--- src/rtl/cpu_pkg.sv ---
// Shared CPU front-end definitions: datapath widths, fetch FSM states, program bound.
package cpu_pkg;

  localparam int unsigned ADDR_W    = 8;
  localparam int unsigned INSTR_W   = 8;
  localparam int unsigned LAST_ADDR = 11;

  typedef enum logic {
    RUN  = 1'b0,
    DONE = 1'b1
  } fetch_state_t;

endpackage : cpu_pkg

--- src/rtl/fetch_unit.sv ---
// Instruction fetch stage: owns the PC, drives instruction memory and hands
// fetched words to decode over a valid/ready handshake with redirect/flush.
module fetch_unit
  import cpu_pkg::*;
#(
  parameter int unsigned P_ADDR_W    = ADDR_W,
  parameter int unsigned P_INSTR_W   = INSTR_W,
  parameter int unsigned P_LAST_ADDR = LAST_ADDR
) (
  input  logic                 clk,
  input  logic                 clear,
  output logic [P_ADDR_W-1:0]  imem_addr,
  input  logic [P_INSTR_W-1:0] imem_instr,
  input  logic                 redirect,
  input  logic [P_ADDR_W-1:0]  redirect_target,
  output logic                 out_valid,
  input  logic                 out_ready,
  output logic [P_INSTR_W-1:0] out_instr,
  output logic [P_ADDR_W-1:0]  out_pc,
  output logic                 done
);

  localparam logic [P_ADDR_W-1:0] L_LAST = P_ADDR_W'(P_LAST_ADDR);

  fetch_state_t          r_state;
  logic [P_ADDR_W-1:0]   r_pc;
  logic                  r_valid;
  logic [P_INSTR_W-1:0]  r_instr;
  logic [P_ADDR_W-1:0]   r_out_pc;
  logic                  r_done;

  fetch_state_t          w_state_nxt;
  logic [P_ADDR_W-1:0]   w_pc_nxt;
  logic                  w_valid_nxt;
  logic [P_INSTR_W-1:0]  w_instr_nxt;
  logic [P_ADDR_W-1:0]   w_out_pc_nxt;
  logic                  w_issue;

  // Slot is free for a new word when empty or being drained this cycle.
  assign w_issue = (r_state == RUN) && (!r_valid || out_ready) && !redirect;

  // Next-state and datapath: redirect flushes, else issue, else drain on handshake.
  always_comb begin
    w_state_nxt  = r_state;
    w_pc_nxt     = r_pc;
    w_valid_nxt  = r_valid;
    w_instr_nxt  = r_instr;
    w_out_pc_nxt = r_out_pc;
    if (redirect) begin
      w_pc_nxt    = redirect_target;
      w_valid_nxt = 1'b0;
      w_state_nxt = (redirect_target <= L_LAST) ? RUN : DONE;
    end else if (w_issue) begin
      w_instr_nxt  = imem_instr;
      w_out_pc_nxt = r_pc;
      w_valid_nxt  = 1'b1;
      if (r_pc == L_LAST) begin
        w_state_nxt = DONE;
      end else begin
        w_pc_nxt = r_pc + P_ADDR_W'(1);
      end
    end else if (r_valid && out_ready) begin
      w_valid_nxt = 1'b0;
    end
  end

  // State register; done is precomputed so it leaves as a flop.
  always_ff @(posedge clk) begin
    if (clear) begin
      r_state  <= RUN;
      r_pc     <= '0;
      r_valid  <= 1'b0;
      r_instr  <= '0;
      r_out_pc <= '0;
      r_done   <= 1'b0;
    end else begin
      r_state  <= w_state_nxt;
      r_pc     <= w_pc_nxt;
      r_valid  <= w_valid_nxt;
      r_instr  <= w_instr_nxt;
      r_out_pc <= w_out_pc_nxt;
      r_done   <= (w_state_nxt == DONE) && !w_valid_nxt;
    end
  end

  assign imem_addr = r_pc;
  assign out_valid = r_valid;
  assign out_instr = r_instr;
  assign out_pc    = r_out_pc;
  assign done      = r_done;

endmodule : fetch_unit
--- config.mk ---
export PLATFORM = sky130hd
export DESIGN_NAME = fetch_unit
export DESIGN_NICKNAME = d
export VERILOG_FILES = /design/src/rtl/cpu_pkg.sv /design/src/rtl/fetch_unit.sv
export SDC_FILE = /design/constraint.sdc
export NUM_CORES = 1
export LEC_CHECK = 0
export ABC_AREA = 1
export CORE_MARGIN = 3
export CORE_UTILIZATION = 40
export CTS_BUF_LIST = sky130_fd_sc_hd__clkbuf_8
export DETAILED_ROUTE_END_ITERATION = 10
export PLACE_DENSITY = 0.77
export SYNTH_ARGS = -nofsm -noshare
export SYNTH_HDL_FRONTEND = slang
export SYNTH_SLANG_ARGS = --single-unit
--- constraint.sdc ---
create_clock -name clk -period 1.65 [get_ports clk]
set_input_delay 0.33 -clock clk [delete_from_list [all_inputs] [get_ports clk]]
set_output_delay 0.33 -clock clk [all_outputs]
set_load 0.05 [all_outputs]
After elaboration in Yosys (flattened, before gate mapping)

Index checks and enable logic that the tools add are counted.

Bits in registers: 27
Bits in latches: 0
RAM bits: 0
Bits in read-only memories: 0
Input bits: 20
Output and inout port bits: 26
Memories: 0

Add/sub/neg operators: 1
$mul: 0
Divide/modulo/power cells: 0
Order comparisons: 1
Equal/unequal tests: 2
Shift-type cells: 0
Muxes and demuxes: 10
Bitwise operators: 2
Reductions and logical operators: 11

Operators with widths:

| operator              | number |
|---|---|
| $mux W8               | 3 |
| $add A8 B1 Y8 const B | 1 |
| $eq A8 B4 Y1 const B  | 1 |
| $le A8 B4 Y1 const B  | 1 |
| $mux W1               | 7 |
| $logic_and A1 B1 Y1   | 4 |
| $reduce_and A2 Y1     | 2 |
| $logic_not A1 Y1      | 3 |
| $ne A2 B2 Y1 const B  | 1 |
| $not A1 Y1            | 2 |
| $reduce_bool A2 Y1    | 1 |
| $logic_or A1 B1 Y1    | 1 |

Longest topological paths before layout

Gate-level depths: netlist of run 1.

Depth in word-level cells: 8
Gate-level depth with buffers: 9
Depth with buffers taken out: 9

Worst setup path after synthesis of run 1

Ideal clock, no wire load.

Path type: register to register
From: reg r_pc[0], in the netlist imem_addr[0]
To: reg r_pc[2], in the netlist imem_addr[2]
Setup time: 0.070 ns
Arrival time: 1.632 ns
Required time: 1.580 ns
Slack: -0.052 ns
Stages on the path, launching flop included: 8
Buffers on the path: 0
Clock period less this slack: 1.702 ns
Cell sequence: dfxtp_1 ha_1 nand3_2 o21ai_2 nand2_2 inv_2 nand2_1 a21oi_1

Longest elaborated chain between the ends: 4
Elaborated cells on any way between the ends: 7

Ends and longest elaborated chain:

| item                   | line             | RTL |
|---|---|---|
| from (decl)            | fetch_unit.sv:26 | `logic [P_ADDR_W-1:0] r_pc;` |
| from (signal assigned) | fetch_unit.sv:78 | `r_pc <= w_pc_nxt;` |
| $add A8 B1 Y8          | fetch_unit.sv:60 | `w_pc_nxt = r_pc + P_ADDR_W'(1);` |
| $mux W8                | fetch_unit.sv:57 | `if (r_pc == L_LAST) begin` |
| $mux W8                | fetch_unit.sv:53 | `end else if (w_issue) begin` |
| $mux W8                | fetch_unit.sv:49 | `if (redirect) begin` |

Parallel ways exist; a longest one is shown, timed or not. The select of a mux whose other input is x is not followed.
A chain may end at the register's enable or synchronous reset.

Worst setup path in the final report of run 1

From: reg r_pc[0], in the netlist imem_addr[0]
To: reg r_pc[6], in the netlist imem_addr[6]

The elaborated chain is that of the path after synthesis.

==> results of run 1 <==
state kept, by name, indices dropped and copies added, names as in the netlist:
signal and count:
r_state 1, done 1, out_instr 8, out_pc 8, out_valid 1, imem_addr 8
cell usage after synthesis (all sizes together):
library cell	instances
nor2	39
nand2	31
dfxtp	27
o21ai	20
inv	19
nand3	19
a21oi	12
clkbuf	4
buf	2
a21boi	1
clkinv	1
ha	1
o211ai	1
o21bai	1
critical path, cell delays in order (launching register included):
cell and delay, ps:
dfxtp_2 380, ha_1 230, nand3_2 110, o21ai_2 220, nand2_2 130, inv_2 110
nand2_1 60, a21oi_1 150
cell families (layout without fill, tap and decap cells):
family / after synthesis / count (layout) / share of synthesized area [%]
AO/OA/AOI/OAI: 35 / 35 / 15.31
buffers and inverters: 26 / 80 / 9.248
adder cells (fa/ha/maj): 1 / 1 / 1.028
flip-flops: 27 / 27 / 44.40
AND/OR/NAND/NOR: 89 / 89 / 30.01
area by class of cell:
type	count	area [um2]	area share (%)
timing repair buffer	56	568.0	30.91
sequential	27	543.0	29.54
multi-input combinational	125	564.3	30.70
clock inverter	1	7.507	0.4084
inverter	20	75.07	4.084
tap	31	38.79	2.110
clock buffer	3	41.29	2.246
through the flow:
step           setup slack, ps  power [uW]  cell area, um2
3_3_place_gp            -11.56        1275            1789
5_1_grt                  71.43        1724            1838
4_1_cts                  191.2        1659            1838
2_1_floorplan            130.8        1062            1220
6_report                 179.5        1638            1838
3_5_place_dp            -40.72        1277            1789
worst paths after layout:
check,depth (start not counted),endpoint,slack (ps),startpoint
max,7,imem_addr[6]$_SDFFE_PP0P_,180,imem_addr[0]$_SDFFE_PP0P_
min,2,out_pc[1]$_SDFFE_PP0P_,490,out_pc[1]$_SDFFE_PP0P_
max reg2reg,7,imem_addr[6]$_SDFFE_PP0P_,180,imem_addr[0]$_SDFFE_PP0P_
min reg2reg,2,out_pc[1]$_SDFFE_PP0P_,490,out_pc[1]$_SDFFE_PP0P_
power by group through the flow:
stage          clock, uW  sequential (uW)  combinational [uW]
3_5_place_dp           0              760                 517
5_1_grt              417              752                 554
3_3_place_gp           0              760                 515
4_1_cts              394              746                 519
2_1_floorplan          0              927                 135
6_report             377              745                 516
routing by layer:
metal	routed length, um	share of wire (%)	track usage, %
met4	26	0.86	4.644
met3	145	4.8	2.096
met2	1460	48	25.53
met1	1382	46	23.52
met5	0	0	0
==> results.md, run 1 <==
- Avg Inst Size Synth: 6.839 um2
- Gp weighted congestion: 0.8391
- Post-CTS Setup Inserts: 0
- Core box area: 2829 um2
- Worst slew pin tran: 279.6 ps
- Area contributors post-synth: dfxtp_1, nor2_1, nand2_1
- # fillers: 266
- Port-buffer cells: 45
- Die span in x: 61.17 um
- Via Count: 1273
- Largest net degree at the start of global routing: 23
- Vias in the first global route: 1020
- Die area: 3742 um2
- Final Max Tran Viols: 0
- Syn Std Cell Area: ~1200 um2
- Final Setup Violations: 0
- Leakage: 0.0008516 uW
- Type of the most critical hold path: flip-flop to flip-flop
- Commonest non-fill, non-tap cell in the layout: nor2_1
- Final wirelength: 3.015 mm
- Largest area contributor in the netlist: dfxtp_1
- Hold-fix buffers, CTS: 0
- DRT iter0 DRCs: between 50 and 60
- F_max: 680.0 MHz
- Crit path time final: approximately 1500 ps
- Final Hold Vio Count: 0
- Min Hold Slack: ~500 ps
- Post-DP HPWL: roughly 2.3 mm
- First-pass GRT wire length: between 4 and 5 mm
- Required time worst endpoint: 1850 ps
- Setup crit end kind: flip-flop
- Total congestion overflow: 0
- Placed Instances: around 260
- First drt pass iteration count: 4
- H-tree levels: 1
- CTS sink count: 27
- Flops & latches, synth: 27
- Logic pwr share: 31.5%
- Slew margin rel.: 81.29%
- Sw Ratio: roughly a third
- Clock latency on the worst-skew pair: 270 ps
- Cell Int Power: 1079 uW
- Placement Rows: 19
- Cell count after synthesis: approximately 180
- RSZ-0062 raised after global routing: no
- N_diodes: 0
- Finished Layout Cells: 263
- Sequential Power Share: between 40% and 50%
- GR Util All Layers: 16.32%
- DRC Markers: 0
- CP Class: flip-flop to flip-flop
- CTS max path bufs: 2
- Layout area overhead: 50.98%
- CTS root buf: clkbuf_8
- Most frequent cells in the layout: nor2_1, nand2_1, buf_4
- Initial Util: between 40% and 50%
- Setup TNS: 0 ps
- CP Launch Type: flip-flop
- Warnings, synthesis: 0
- Final #Nets: 254
- CTS tree: built
- Synth unique cells: 20
- Post-CTS resize count: 0
- Yosys top cell area share: 44.40%
- Top Ports: 46
- Vias per std cell: 4.840
- Clock power frac: 23.0%
- Syn Nets: 199
- CTS buffer count: 3
- Final worst-path cycle share: about nine tenths
- Drt wl/cell: 11.46 um
- Initial antenna violation count: 0
- CTS clk-pin slew, worst paths: 90 ps
- Post-route ant nets: 0
- Fraction of layout cells with a size suffix above 1: between 20 and 25%
- MaxCap Viol Count: 0
- Crit-path max FO: 6
- PD cells: around 900 nW/um2
- Die span in y: 61.17 um
- Util after Layout: 64.97%
- Arrival @ worst endpoint: 1670 ps
- Max IR drop VDD: around 0.00047 V
- Clock skew: 2.986 ps
- Status: completed
- P_sw: 559.2 uW
- Register area share after synthesis: 44.40%
(Power assumes the default switching activity.)
==> run 2, diff against run 1 <==
--- a/config.mk
+++ b/config.mk
@@ -11,6 +11,7 @@
 export CTS_BUF_LIST = sky130_fd_sc_hd__clkbuf_8
 export DETAILED_ROUTE_END_ITERATION = 10
 export PLACE_DENSITY = 0.77
+export SKIP_LAST_GASP = 1
 export SYNTH_ARGS = -nofsm -noshare
 export SYNTH_HDL_FRONTEND = slang
 export SYNTH_SLANG_ARGS = --single-unit
==> results of run 2 <==
No change in the layout: final DEF, timing and power equal those of run 1.
==> run 3, diff against run 2 <==
--- a/config.mk
+++ b/config.mk
@@ -10,7 +10,7 @@
 export CORE_UTILIZATION = 40
 export CTS_BUF_LIST = sky130_fd_sc_hd__clkbuf_8
 export DETAILED_ROUTE_END_ITERATION = 10
-export PLACE_DENSITY = 0.77
+export PLACE_DENSITY = 0.79
 export SKIP_LAST_GASP = 1
 export SYNTH_ARGS = -nofsm -noshare
 export SYNTH_HDL_FRONTEND = slang
==> run 3 against run 2 <==
Effect of this change:
- fmax increased by 3.5%
- worst setup slack better by 50 ps
- clock power grew 2%
- clock-buffer cell count stayed put
- via count rose by 4.0%
- total power increased by 0.87%
- critical path depth unchanged
- highest routed layer unchanged
- sequential power hardly changed
- critical endpoint is now imem_addr[2]$_SDFFE_PP0P_
- sequential share of layout area fell by 0.12 points
==> results.md, run 3 (synthesized netlist as in run 1, its figures left out) <==
- Total congestion overflow: 0
- Placed Instances: 260
- CTS sink count: 27
- Die span in y: around 61 um
- First-pass GRT wire length: about 5 mm
- PD cells: 895.3 nW/um2
- MaxCap Viol Count: 0
- Commonest non-fill, non-tap cell in the layout: nor2_1
- Worst path max stage delay: 380 ps
- Drt wl/cell: 11.76 um
- Placed instance area: 1797 um2
- CTS max path bufs: 2
- Setup crit end kind: flip-flop
- Core box area: between 2000 and 3000 um2
- Multi-input logic area: 564.3 um2
- Status: completed
- Post-route ant nets: 0
- Final worst-path cycle share: 86.12%
- DRC Markers: 0
- Die area: 3742 um2
- Register area: 543.0 um2
- Final Max Tran Viols: 0
- Gp weighted congestion: around 0.82
- Hold-fix buffers, CTS: 0
- Largest net degree at the start of global routing: 23
- CP Class: flip-flop to flip-flop
- Power consumption: between 1500 and 2000 uW
- F_max: 703.7 MHz
- Die span in x: 61.17 um
- Layout area overhead: 51.59%
- Worst path slowest cell: dfxtp_2
- Family with the most delay on the worst path: flip-flops
- Crit path time final: 1421 ps
- Internal reg-to-reg setup slack: 230 ps
- # fillers: about 250
- Post-CTS resize count: 0
- Finished Layout Cells: 264
- Clock latency on the worst-skew pair: 280 ps
- Worst slew pin tran: 286.6 ps
- N_diodes: 0
- CTS buffer count: 3
- Final wirelength: slightly above 3 mm
- Post-DP HPWL: 2.381 mm
- Top Usage Layer GRT: met2
- H-tree levels: 1
- Met1 usage: roughly 22%
- Final #Nets: 255
- R2r startpoint: imem_addr[0]$_SDFFE_PP0P_
- Required time worst endpoint: 1860 ps
- R2R depth: 7
- Post-CTS Setup Inserts: 0
- M2 GR Usage: between 30% and 40%
- Hold path start: out_pc[0]$_SDFFE_PP0P_
- CTS root buf: clkbuf_8
- RSZ-0062 raised after global routing: no
- Slew margin rel.: roughly four fifths
- CTS clk-pin slew, worst paths: around 100 ps
- Vias in the first global route: 1196
- CTS tree: built
- Vias per std cell: 5.015
- Final Setup Violations: 0
- Clock skew: 8.905 ps
- CP Launch Type: flip-flop
- Min-Delay Endpoint: out_pc[0]$_SDFFE_PP0P_
- Arrival @ worst endpoint: ~1600 ps
- Buf/Inv on CP: 1
- Top Ports: 46
- Via Count: 1324
- Placement Rows: 19
- Cell Chain, Critical Path: ha_1 > nand3_2 > o21ai_2 > nand2_2 > inv_2 > nand2_1 > a21oi_1
- Crit-path max FO: 6
- Most frequent cells in the layout: nor2_1, nand2_1, buf_4
- DRT iter0 DRCs: 61
- Reg2reg end: imem_addr[2]$_SDFFE_PP0P_
- Initial antenna violation count: 0
- Final Hold Vio Count: 0
- Met3 GRT Util: 3.983%
- Post-route cell area: 1846 um2
- GR Util All Layers: 17.83%
- Max IR drop VDD: 0.0006225 V
- Hold Path Stages: 2
- Type of the most critical hold path: flip-flop to flip-flop
- Fraction of layout cells with a size suffix above 1: 20.60%
- Port-buffer cells: 45
- Util after Layout: 65.24%
- First drt pass iteration count: 4
- Initial Util: 43.03%
- Leakage: approximately 0.00086 uW
==> run 3: stage by stage <==
stage	worst slack [ps]	TNS, ps	hold WS (ps)
after CTS	222.3	0	495.6
after global routing	102.1	0	527.7
final	229.0	0	492.1
after global placement	20.08	0	467.5
after floorplan	130.8	0	399.1
after detailed placement	-55.05	-139.2	474.4
==> run 3: worst register-to-register path: stages (launching register included) <==
cell and delay [ps]:
dfxtp_2 380, ha_1 220, nand3_2 110, o21ai_2 210, nand2_2 120, inv_2 110
nand2_1 50, a21oi_1 150
==> run 3: worst max-delay path by stage <==
stage          cells past startpoint  slack [ps]                 startpoint                         to
2_1_floorplan                      6         130  imem_addr[3]$_SDFFE_PP0P_  imem_addr[2]$_SDFFE_PP0P_
3_3_place_gp                       6          20                   redirect  imem_addr[2]$_SDFFE_PP0P_
3_5_place_dp                       6         -60                   redirect  imem_addr[2]$_SDFFE_PP0P_
4_1_cts                            7         220  imem_addr[0]$_SDFFE_PP0P_  imem_addr[2]$_SDFFE_PP0P_
5_1_grt                            7         100  imem_addr[0]$_SDFFE_PP0P_  imem_addr[6]$_SDFFE_PP0P_
6_report                           7         230  imem_addr[0]$_SDFFE_PP0P_  imem_addr[2]$_SDFFE_PP0P_
==> run 3: per-layer routing <==
| metal | vias up | wire length [um] |
|---|---|---|
| met5 | - | 0 |
| met4 | 0 | 17 |
| met3 | 2 | 209 |
| met2 | 45 | 1573 |
| met1 | 595 | 1305 |
| li1 | 682 | - |
==> run 3: where the power goes <==
part / internal, uW / switching [uW] / total (uW)
Combinational: 206 / 319 / 524
Clock: 172 / 213 / 384
Sequential: 705 / 39.0 / 743
Total: 1080 / 570 / 1650
==> run 3: final cells by class <==
type / count / share of cell area [%]
Clock buffer: 3 / 2.237
Sequential cell: 27 / 29.42
Tap cell: 31 / 2.102
Timing Repair Buffer: 57 / 31.19
Multi-Input combinational cell: 125 / 30.58
Inverter: 20 / 4.068
Clock inverter: 1 / 0.4068
